===== src/rtl/uart_ram_loader.sv =====
`timescale 1ns/1ps
`default_nettype none
// ============================================================================
//  Module   : uart_ram_loader
//  Purpose  : Turns framed byte commands from the UART receiver into
//             single-cycle writes to the 256-byte pixel/line RAM, answering
//             every completed frame with an ACK or NAK byte.
//
//             Frame: SYNC, ADDR, DATA, CHK   (good when CHK == ADDR ^ DATA)
//
//  Ports    :
//    clk          in   system clock (50 MHz)
//    rst          in   asynchronous, active-high reset
//    rx_data      in   [7:0] received byte
//    rx_valid     in   one-cycle strobe qualifying rx_data
//    tx_busy      in   transmitter cannot accept a byte
//    tx_start     out  one-cycle transmit request
//    tx_data      out  [7:0] response byte (ACK/NAK), held between requests
//    ram_we       out  one-cycle RAM write enable
//    ram_addr     out  [7:0] RAM write address (registered)
//    ram_data     out  [7:0] RAM write data (registered)
//    frame_count  out  [7:0] good frames, saturating at 255
//    err_count    out  [7:0] checksum failures + timeouts, saturating at 255
//
//  Revision : 1.0  initial release
// ============================================================================
module uart_ram_loader #(
  parameter logic [7:0] SYNC    = 8'hA5,
  parameter logic [7:0] ACK     = 8'h06,
  parameter logic [7:0] NAK     = 8'h15,
  parameter int         TIMEOUT = 50000
) (
  input  logic       clk,
  input  logic       rst,
  input  logic [7:0] rx_data,
  input  logic       rx_valid,
  input  logic       tx_busy,
  output logic       tx_start,
  output logic [7:0] tx_data,
  output logic       ram_we,
  output logic [7:0] ram_addr,
  output logic [7:0] ram_data,
  output logic [7:0] frame_count,
  output logic [7:0] err_count
);

  // Idle counter only ever reaches TIMEOUT-1, so clog2(TIMEOUT) bits suffice.
  localparam int            CW      = (TIMEOUT > 2) ? $clog2(TIMEOUT) : 1;
  localparam logic [CW-1:0] TO_LAST = CW'(TIMEOUT - 1);

  typedef enum logic [2:0] {
    S_IDLE  = 3'd0,
    S_ADDR  = 3'd1,
    S_DATA  = 3'd2,
    S_CHK   = 3'd3,
    S_WRITE = 3'd4,
    S_RESP  = 3'd5
  } state_t;

  state_t        state_q, state_d;
  logic [CW-1:0] cnt_q, cnt_d;
  logic [7:0]    addr_q, addr_d;
  logic [7:0]    data_q, data_d;
  logic [7:0]    ram_addr_q, ram_addr_d;
  logic [7:0]    ram_data_q, ram_data_d;
  logic [7:0]    tx_data_q, tx_data_d;   // doubles as the pending response
  logic [7:0]    frame_cnt_q, frame_cnt_d;
  logic [7:0]    err_cnt_q, err_cnt_d;
  logic          frame_inc;
  logic          err_inc;

  // --------------------------------------------------------------------------
  // State and data registers
  // --------------------------------------------------------------------------
  always_ff @(posedge clk or posedge rst) begin
    if (rst) begin
      state_q     <= S_IDLE;
      cnt_q       <= '0;
      addr_q      <= 8'h00;
      data_q      <= 8'h00;
      ram_addr_q  <= 8'h00;
      ram_data_q  <= 8'h00;
      tx_data_q   <= 8'h00;
      frame_cnt_q <= 8'h00;
      err_cnt_q   <= 8'h00;
    end else begin
      state_q     <= state_d;
      cnt_q       <= cnt_d;
      addr_q      <= addr_d;
      data_q      <= data_d;
      ram_addr_q  <= ram_addr_d;
      ram_data_q  <= ram_data_d;
      tx_data_q   <= tx_data_d;
      frame_cnt_q <= frame_cnt_d;
      err_cnt_q   <= err_cnt_d;
    end
  end

  // --------------------------------------------------------------------------
  // Next-state logic
  // The idle counter defaults to zero, which gives "clear on state entry and
  // on every accepted byte" for free; it only advances while a frame waits.
  // --------------------------------------------------------------------------
  always_comb begin
    state_d    = state_q;
    cnt_d      = '0;
    addr_d     = addr_q;
    data_d     = data_q;
    ram_addr_d = ram_addr_q;
    ram_data_d = ram_data_q;
    tx_data_d  = tx_data_q;
    frame_inc  = 1'b0;
    err_inc    = 1'b0;

    case (state_q)
      S_IDLE: begin
        if (rx_valid && (rx_data == SYNC)) begin
          state_d = S_ADDR;
        end
      end

      S_ADDR: begin
        if (rx_valid) begin
          addr_d  = rx_data;
          state_d = S_DATA;
        end else if (cnt_q == TO_LAST) begin
          err_inc = 1'b1;
          state_d = S_IDLE;
        end else begin
          cnt_d = cnt_q + 1'b1;
        end
      end

      S_DATA: begin
        if (rx_valid) begin
          data_d  = rx_data;
          state_d = S_CHK;
        end else if (cnt_q == TO_LAST) begin
          err_inc = 1'b1;
          state_d = S_IDLE;
        end else begin
          cnt_d = cnt_q + 1'b1;
        end
      end

      S_CHK: begin
        if (rx_valid) begin
          if (rx_data == (addr_q ^ data_q)) begin
            // Load the write port now so address/data are stable while
            // ram_we is high in S_WRITE and hold afterwards.
            ram_addr_d = addr_q;
            ram_data_d = data_q;
            state_d    = S_WRITE;
          end else begin
            err_inc   = 1'b1;
            tx_data_d = NAK;
            state_d   = S_RESP;
          end
        end else if (cnt_q == TO_LAST) begin
          err_inc = 1'b1;
          state_d = S_IDLE;
        end else begin
          cnt_d = cnt_q + 1'b1;
        end
      end

      S_WRITE: begin
        frame_inc = 1'b1;
        tx_data_d = ACK;
        state_d   = S_RESP;
      end

      S_RESP: begin
        if (!tx_busy) begin
          state_d = S_IDLE;
        end
      end

      default: begin
        state_d = S_IDLE;
      end
    endcase
  end

  // --------------------------------------------------------------------------
  // Saturating status counters
  // --------------------------------------------------------------------------
  always_comb begin
    frame_cnt_d = frame_cnt_q;
    err_cnt_d   = err_cnt_q;
    if (frame_inc && (frame_cnt_q != 8'hFF)) begin
      frame_cnt_d = frame_cnt_q + 8'h01;
    end
    if (err_inc && (err_cnt_q != 8'hFF)) begin
      err_cnt_d = err_cnt_q + 8'h01;
    end
  end

  // --------------------------------------------------------------------------
  // Outputs
  // Strobes decode straight from the state register: ram_we is the single
  // S_WRITE cycle, tx_start is the S_RESP cycle in which the transmitter is
  // free (leaving S_RESP right after, so it can never repeat back-to-back).
  // --------------------------------------------------------------------------
  assign ram_we      = (state_q == S_WRITE);
  assign tx_start    = (state_q == S_RESP) && !tx_busy;
  assign tx_data     = tx_data_q;
  assign ram_addr    = ram_addr_q;
  assign ram_data    = ram_data_q;
  assign frame_count = frame_cnt_q;
  assign err_count   = err_cnt_q;

endmodule
`default_nettype wire

===== config.mk =====
export PLATFORM = sky130hd
export DESIGN_NAME = uart_ram_loader
export DESIGN_NICKNAME = d
export VERILOG_FILES = /design/src/rtl/uart_ram_loader.sv
export SDC_FILE = /design/constraint.sdc
export NUM_CORES = 1
export LEC_CHECK = 0
export ABC_AREA = 1
export CAP_MARGIN = 20
export CORE_UTILIZATION = 49
export CTS_CLUSTER_DIAMETER = 200
export DETAILED_ROUTE_END_ITERATION = 8
export GPL_TIMING_DRIVEN = 0
export PLACE_DENSITY_LB_ADDON = 0.25
export SLEW_MARGIN = 0
export SYNTH_ARGS = -nofsm -noshare
export SYNTH_HDL_FRONTEND = slang
export SYNTH_SLANG_ARGS = --single-unit

===== constraint.sdc =====
create_clock -name clk -period 1.84 [get_ports clk]
set_input_delay 0.184 -clock clk [delete_from_list [all_inputs] [get_ports clk]]
set_output_delay 0.184 -clock clk [all_outputs]
set_load 0.02 [all_outputs]

Yosys cells after proc, flatten, opt, wreduce, memory -nomap -nowiden
Index checks and enable logic that the tools add are counted.
{"block": "op_classes", "add_sub_neg": 3, "mul": 0, "n_div": 0, "order_cmp": 0, "n_eq_ne": 14, "n_shift": 0, "muxes": 20, "bitwise_logic": 1, "n_reduce_logical": 14}
{"cell": "$mux 16", "n": 3}
{"cell": "$mux 3", "n": 6}
{"cell": "$pmux 3 s6", "n": 1}
{"cell": "$add 16x1->16 const B", "n": 1}
{"cell": "$add 8x1->8 const B", "n": 2}
{"cell": "$eq 16x16->1 const B", "n": 1}
{"cell": "$mux 8", "n": 2}
{"cell": "$ne 8x8->1 const B", "n": 2}
{"cell": "$pmux 8 s2", "n": 1}
{"cell": "$eq 8x8->1", "n": 1}
{"cell": "$eq 8x8->1 const B", "n": 1}
{"cell": "$ne 2x2->1 const B", "n": 4}
{"cell": "$xor 8x8->8", "n": 1}
{"cell": "$eq 3x2->1 const B", "n": 2}
{"cell": "$eq 3x3->1 const B", "n": 2}
{"cell": "$mux 1", "n": 6}
{"cell": "$reduce_and 2->1", "n": 3}
{"cell": "$reduce_and 3->1", "n": 2}
{"cell": "$logic_and 1x1->1", "n": 4}
{"cell": "$eq 3x1->1 const B", "n": 1}
{"cell": "$logic_not 3->1", "n": 1}
{"cell": "$reduce_or 3->1", "n": 1}
{"cell": "$pmux 1 s2", "n": 1}
{"cell": "$reduce_bool 2->1", "n": 1}
{"cell": "2 further kinds", "n": 2}
{"block": "word_totals", "ff_bits": 75, "latchBits": 0, "ram_bits": 0, "mem_bits_ro": 0, "inputBits": 12, "out_inout_bits": 42, "word_cells": 61, "mem_count": 0}

Logic depth before layout (Yosys ltp)
Gate-level depths: netlist (run 1).
{"block": "logic_depth", "depth_word": 6, "mapped_depth": 13, "ltp_nobuf": 13}

Worst setup path before layout (run 1)
Ideal clock, no wire load.
{"block": "synth_path", "path_kind": "register to register", "startpoint": "reg frame_cnt_q[0] (netlist: frame_count[0])", "endpoint": "reg frame_cnt_q[2] (netlist: frame_count[2])", "setup_ns": 0.134, "arrival_time_ns": 1.461, "t_required_ns": 1.706, "setup_slack_ns": 0.246, "path_stages_with_launch": 8, "n_path_buf": 0, "synth_period_minus_slack_ns": 1.594, "path_cell_list": "dfrtp_1 -> ha_1 -> inv_1 -> nor4_2 -> nand3_1 -> nand2_2 -> nor2_1 -> xor2_1"}
{"block": "synth_via", "elab_chain_len": 2, "elab_cells_between_ends": 3, "cone_classes": "add/sub: 1; eq/ne: 1; reduce/logical: 1"}
{"item": "start: declaration", "line": "67", "text": "logic [7:0] frame_cnt_q, frame_cnt_d;"}
{"item": "start signal: assignment", "line": "94", "text": "frame_cnt_q <= frame_cnt_d;"}
{"item": "parallel branches: the longest is 2 deep, another holds $add 8x1->8"}
Parallel ways; which one is timed is not known.
A chain may end at the register's enable or synchronous reset.

Worst setup path in the final report (run 1)
{"block": "layout_path", "startpoint": "reg state_q[2]", "endpoint": "out tx_start"}
{"block": "layout_via", "elab_chain_len": 2}
{"item": "start: declaration", "line": "60", "text": "state_t state_q, state_d;"}
{"item": "start signal: assignment", "line": "87", "text": "state_q <= state_d;"}
{"item": "$eq 3x3->1", "line": "206", "text": "assign tx_start = (state_q == S_RESP) && !tx_busy;"}
{"item": "$logic_and 1x1->1", "line": "206"}
{"item": "end: declaration", "line": "38", "text": "output logic tx_start,"}
Every way passes these cells.

==> run summary, run 1 <==
Status: finished clean
Residual DRC: 0
Vias: 3127
CP startpoint: state_q[2]
Final Hold Viols: 0
Global-route usage over all layers: 0.221
# IOs: 54
RSZ-0062 raised after global routing: no
Max stage delay cell, worst path: dfrtp_1
Fin crit period: 1.72 ns
Crit path cell chain: inv_2 -> nor4_1 -> dlygate4sd2_1
CTS tree: done
Reg clk slew, reported paths: 0.07 ns
Sequential share of the synthesized area: 0.481
Worst path arrival time: 1.54 ns
R2R setup slack: 0.17 ns
Startpoint types: flop
Cell Area, Synth: 3640 um2
Cell variety after synth: 37
#FFs+latches synth: 70
Mean area per synthesized cell: 8.14 um2
Comb pwr share: 0.329
Internal power: 3330 uW
Smallest setup slack after layout: 0.120 ns
Setup violations, final: 0
Drt pass-1 iters: 4
Clock tree buffer depth: 2
WL/cell: 12.6 um
Commonest non-fill, non-tap cell in the layout: nand2_1
Async SR Flop Fraction: 1.00
Clock insertion delay at the later pin of the skew report: 0.35 ns
Skew final: 0.0105 ns
Synthesis Warnings: 0
Initial core utilization: 0.505
Via-to-Cell Ratio: 5.07
Area added between synthesis and finish: 24.4%
DIE WIDTH: 88.2 um
Number of synthesized flops with an enable pin: 0
Crit path max-delay family: buffers and inverters
Antenna cells: 0
Worst Hold Class: input pin to asynchronous set/reset pin
Critical path data required time: 1.66 ns
WP buf/inv: 2
Floorplan core area: 7210 um2
Die Area: 7790 um2
Routed Wire Length: 7.80 mm
Port bufs: 49
TritonCTS buffer count: 9
Vias in the first global route: 2881
Critical path peak fanout: 6
Worst Tran Pin Value: 0.676 ns
CP max stage delay: 0.48 ns
Setup crit end: tx_start
Relative slew slack: 0.548
Highest-count cells in the layout ignoring fill and taps: nand2_1, dfrtp_1, clkdlybuf4s50_1
Path type of the worst setup path: flop to output pin
Sink Count: 70
Iteration-0 DRC Markers: 137
First-pass GRT wire length: 13.2 mm
# rows: 31
Die Y: 88.2 um
Final Util: 0.628
Worst R2R End: frame_count[2]
Final Max Tran Viols: 0
Switching Fraction: 0.369
Layout cell share with drive strength beyond 1: 0.147
R2R cell count: 7
CP Depth: 3
Leak: 0.00216 uW
Largest net degree at the start of global routing: 41
P_sw: 1940 uW
Antenna Nets Post-Route: 0
NumNets Final: 528
CTS H-tree lvls: 3
Gpl congestion: 0.878
Final period util: 0.935
Crit. End Element: output pin
Beginning of the worst register-to-register path: frame_count[0]
P per Cell Area: 1160 nW/um2
Root Driver: clkbuf_8
Clock Power Share: 0.262
Remaining global-route overflow: 0
Maxcap violations: 0
Antenna violations before repair: 0
Gate count of the mapped netlist: 448
Sequential share of power: 0.408
Fmax: 581 MHz
Top FF cell, synth: dfrtp_1
Dpl ws: -0.126 ns
DP HPWL: 5.59 mm
Peak supply drop: 0.576 mV
==> cells by family after synthesis <==
group / share of synthesized area
fa+ha+maj: 0.0103
buf+inv: 0.0848
other cells: 0.00103
xor+xnor: 0.0384
simple gates: 0.294
compound gates: 0.0913
flops: 0.481
==> sequential cells by signal, summed over array words and instances, names as in the netlist <==
| name | flops |
|---|---|
| err_count | 8 |
| cnt_q | 16 |
| ram_addr | 8 |
| data_q | 8 |
| frame_count | 8 |
| state_q | 3 |
| addr_q | 8 |
| tx_data | 3 |
| ram_data | 8 |
==> layer usage <==
metal  vias to the layer above  part of all wire  global-route usage
met1                      1471              0.46               0.289
li1                       1556                 -                   -
met4                         0             0.021              0.0982
met2                        87              0.48               0.361
met5                         -                 0                   0
met3                        13             0.039              0.0401
==> power by group through the flow <==
stage                     sequential, uW  clock (uW)  combinational, uW
after floorplan                     2240           0               1090
after global placement              2160           0               1670
after detailed placement            2170           0               1730
after CTS                           2150        1410               1730
after global routing                2200        1480               1980
final                               2150        1380               1740
==> cell type report <==
class	count	area, um2
buffer	12	91.3
timing repair buffer	51	524
clock buffer	10	138
sequential	70	1750
inverter	58	221
fill	639	2680
tap	99	124
clock inverter	6	85.1
multi-input combinational	311	1600
==> worst register-to-register path, delay by kind of cell, from the launching register on <==
kind | cells | cell delay [ns]
xor gates and xnor gates | 1 | 0.15
adders and majority gates | 1 | 0.18
buffers and inverters | 1 | 0.07
DFF | 1 | 0.44
and+or+nand+nor | 4 | 0.70
==> what timing repair did <==
action	CTS	global route
endpoints found under the hold margin	0	0
setup buffers	0	1
resized for setup	2	3
setup endpoints to repair	2	9
pin swaps	0	1
hold buffers	0	0
==> Yosys cell counts (5+ instances only) <==
cell type / instances / share of area
o21ai_2: 11 / 0.026
o21ai_1: 10 / 0.014
nand3_1: 26 / 0.036
dfrtp_1: 70 / 0.48
xor2_1: 11 / 0.026
nand4_1: 9 / 0.015
nor2_1: 26 / 0.027
xnor2_1: 5 / 0.012
a21oi_1: 8 / 0.011
buf_4: 5 / 0.010
nand2_1: 135 / 0.14
inv_1: 46 / 0.047
nor2_2: 6 / 0.010
inv_2: 12 / 0.012
nor3_1: 11 / 0.015
o21ai_0: 19 / 0.026
==> per-stage QoR <==
| step | TNS (ns) | hold WS, ns | instance area, um2 | total power (uW) | std cells |
|---|---|---|---|---|---|
| 5_1_grt | 0 | 0.347 | 4530 | 5650 | 617 |
| 2_1_floorplan | 0 | 0.255 | 3660 | 3330 | 451 |
| 3_3_place_gp | -2.01 | 0.452 | 4270 | 3830 | 599 |
| 4_1_cts | 0 | 0.292 | 4510 | 5290 | 616 |
| 3_5_place_dp | -2.59 | 0.459 | 4290 | 3900 | 600 |
| 6_report | 0 | 0.277 | 4530 | 5270 | 617 |
==> how the worst min path moves through the flow <==
| stage | from | end | slack, ns | cells past startpoint |
|---|---|---|---|---|
| after global routing | rst | frame_count[7] | 0.35 | 2 |
| after detailed placement | cnt_q[0] | cnt_q[0] | 0.46 | 1 |
| after global placement | cnt_q[0] | cnt_q[0] | 0.45 | 1 |
| after CTS | rst | err_count[3] | 0.29 | 2 |
| after floorplan | rx_valid | cnt_q[15] | 0.26 | 1 |
| final | rst | err_count[7] | 0.28 | 2 |
Note: power is estimated with default switching activity, not from simulation.
==> run 2: changes to the inputs <==
--- a/config.mk
+++ b/config.mk
@@ -10,6 +10,7 @@
 export CORE_UTILIZATION = 49
 export CTS_CLUSTER_DIAMETER = 200
 export DETAILED_ROUTE_END_ITERATION = 8
+export GPL_ROUTABILITY_DRIVEN = 0
 export GPL_TIMING_DRIVEN = 0
 export PLACE_DENSITY_LB_ADDON = 0.25
 export SLEW_MARGIN = 0
==> results of run 2 <==
No change in the layout: final DEF, timing and power equal those of run 1.
==> run 3: changes to the inputs <==
--- a/config.mk
+++ b/config.mk
@@ -8,6 +8,7 @@
 export ABC_AREA = 1
 export CAP_MARGIN = 20
 export CORE_UTILIZATION = 49
+export CTS_BUF_LIST = sky130_fd_sc_hd__clkbuf_16
 export CTS_CLUSTER_DIAMETER = 200
 export DETAILED_ROUTE_END_ITERATION = 8
 export GPL_ROUTABILITY_DRIVEN = 0
@@ -17,3 +18,4 @@
 export SYNTH_ARGS = -nofsm -noshare
 export SYNTH_HDL_FRONTEND = slang
 export SYNTH_SLANG_ARGS = --single-unit
+export TNS_END_PERCENT = 20
==> run 3 against run 2 <==
Power up 8.3%. Worst setup slack better by 0.010 ns. Cell area up 2.2%. Routed wire length is 0.35% higher. Sequential cell count unchanged. Utilization grew 1.4 points. Maximum frequency rose by 0.60%. Critical path type unchanged. Largest power group unchanged.
==> run summary, run 3 (synthesis gave the netlist of run 1 again) <==
DIE WIDTH: 88.2 um
RSZ-0062 raised after global routing: no
CTS tree: done
Reg with most FFs: cnt_q
Fin crit period: 1.71 ns
Fmax: 585 MHz
Reg clk slew, reported paths: 0.06 ns
Largest net degree at the start of global routing: 41
Port bufs: 49
Smallest setup slack after layout: 0.130 ns
Via-to-Cell Ratio: 5.07
Antenna cells: 0
Die Y: 88.2 um
Worst Tran Pin Value: 0.686 ns
Critical path peak fanout: 6
DP Cell Count: 600
Root Driver: clkbuf_16
# IOs: 54
Initial core utilization: 0.505
Placement Cell Area: 4290 um2
Max reg flops: 16
First-pass GRT wire length: 13.2 mm
P per Cell Area: 1230 nW/um2
Residual DRC: 0
Final Max Tran Viols: 0
Dpl ws: -0.126 ns
Status: finished clean
Leak: 0.00221 uW
Critical path data required time: 1.66 ns
Sink Count: 70
Floorplan core area: 7210 um2
WL/cell: 12.6 um
Design Area, Final: 4630 um2
TritonCTS buffer count: 9
CTS Hold Bufs: 0
Total Negative Setup Slacks: 0 ns
CTS H-tree lvls: 3
Met1 GRT Util: 0.285
Skew final: 0.00725 ns
DP HPWL: 5.59 mm
Die Area: 7790 um2
Startpoint types: flop
Met2 GRT Util: 0.364
Worst Hold Class: input pin to asynchronous set/reset pin
Crit. End Element: output pin
Path type of the worst setup path: flop to output pin
Highest-count cells in the layout ignoring fill and taps: nand2_1, dfrtp_1, clkdlybuf4s50_1
Commonest non-fill, non-tap cell in the layout: nand2_1
Routed Wire Length: 7.83 mm
NumNets Final: 530
Antenna Nets Post-Route: 0
Hold Slack: 0.307 ns
Final period util: 0.929
Iteration-0 DRC Markers: 112
Met3 Use GR: 0.0364
Final Hold Viols: 0
# rows: 31
Global-route usage over all layers: 0.221
Relative slew slack: 0.542
Peak supply drop: 0.837 mV
Maxcap violations: 0
Drt pass-1 iters: 4
Most utilized layer in the global route result: met2
Area added between synthesis and finish: 27.2%
Clock insertion delay at the later pin of the skew report: 0.33 ns
Layout cell share with drive strength beyond 1: 0.148
Remaining global-route overflow: 0
Post-Layout Cell Count: 619
Worst path arrival time: 1.53 ns
Vias: 3136
Antenna violations before repair: 0
Vias in the first global route: 2905
Clock tree buffer depth: 2
Setup violations, final: 0
[run 3: cell types whose count changed in the layout (fill, tap and decap cells not counted)]
cell | previous run | this run
nand2_1 | 135 | 134
nand2_2 | 4 | 5
clkdlybuf4s15_1 | 0 | 1
clkinv_1 | 0 | 1
clkbuf_2 | 1 | 0
buf_4 | 5 | 8
clkbuf_16 | 0 | 9
clkbuf_8 | 10 | 0
buf_12 | 2 | 1
[run 3: area by class of cell]
cell class              count  area, um2
clock buffers               9        225
flip-flops and latches     70       1750
clock inverters             7       88.8
inverters                  58        221
repair buffers             53        532
plain buffers              12       91.3
multi-input cells         311       1600
fillers                   616       2580
well taps                  99        124
[run 3: metal layers]
| metal | share of wire | vias to the layer above |
|---|---|---|
| met5 | 0 | - |
| li1 | - | 1568 |
| met2 | 0.49 | 73 |
| met1 | 0.45 | 1483 |
| met4 | 0.020 | 0 |
| met3 | 0.038 | 12 |
[run 3: power breakdown]
part	internal [uW]	switching (uW)	total [uW]
combinational	681	1070	1750
clock	1180	632	1810
sequential	1860	301	2160
[run 3: through the flow]
step	power, uW	util
after floorplan	3330	-
after global placement	3830	0.592
after detailed placement	3900	0.595
after CTS	5730	0.638
after global routing	6090	0.642
final	5710	0.642
[run 3: critical path, stage by stage, from the launching register on]
cell and delay (ns):
dfrtp_1 0.44, nor2_2 0.17, nand2_1 0.08, inv_1 0.17, clkdlybuf4s15_1 0.33
[run 3: final timing paths]
check                               startpoint              to  slack [ns]  cells after the start
worst max-delay path                state_q[1]          ram_we        0.13                      4
worst min-delay path                       rst  frame_count[7]        0.31                      2
worst max register to register  frame_count[0]  frame_count[2]        0.18                      7
worst min register to register        cnt_q[0]        cnt_q[0]        0.46                      1
max in group asynchronous                  rst     ram_addr[2]        0.92                      3
min in group clk                      cnt_q[0]        cnt_q[0]        0.46                      1
[run 3: repair_timing]
action | in CTS | in global routing
buffers inserted | 0 | 3
hold endpoints to repair | 0 | 0
pin swaps | 0 | 1
endpoints found under the setup margin | 2 | 9
resized for setup | 2 | 3
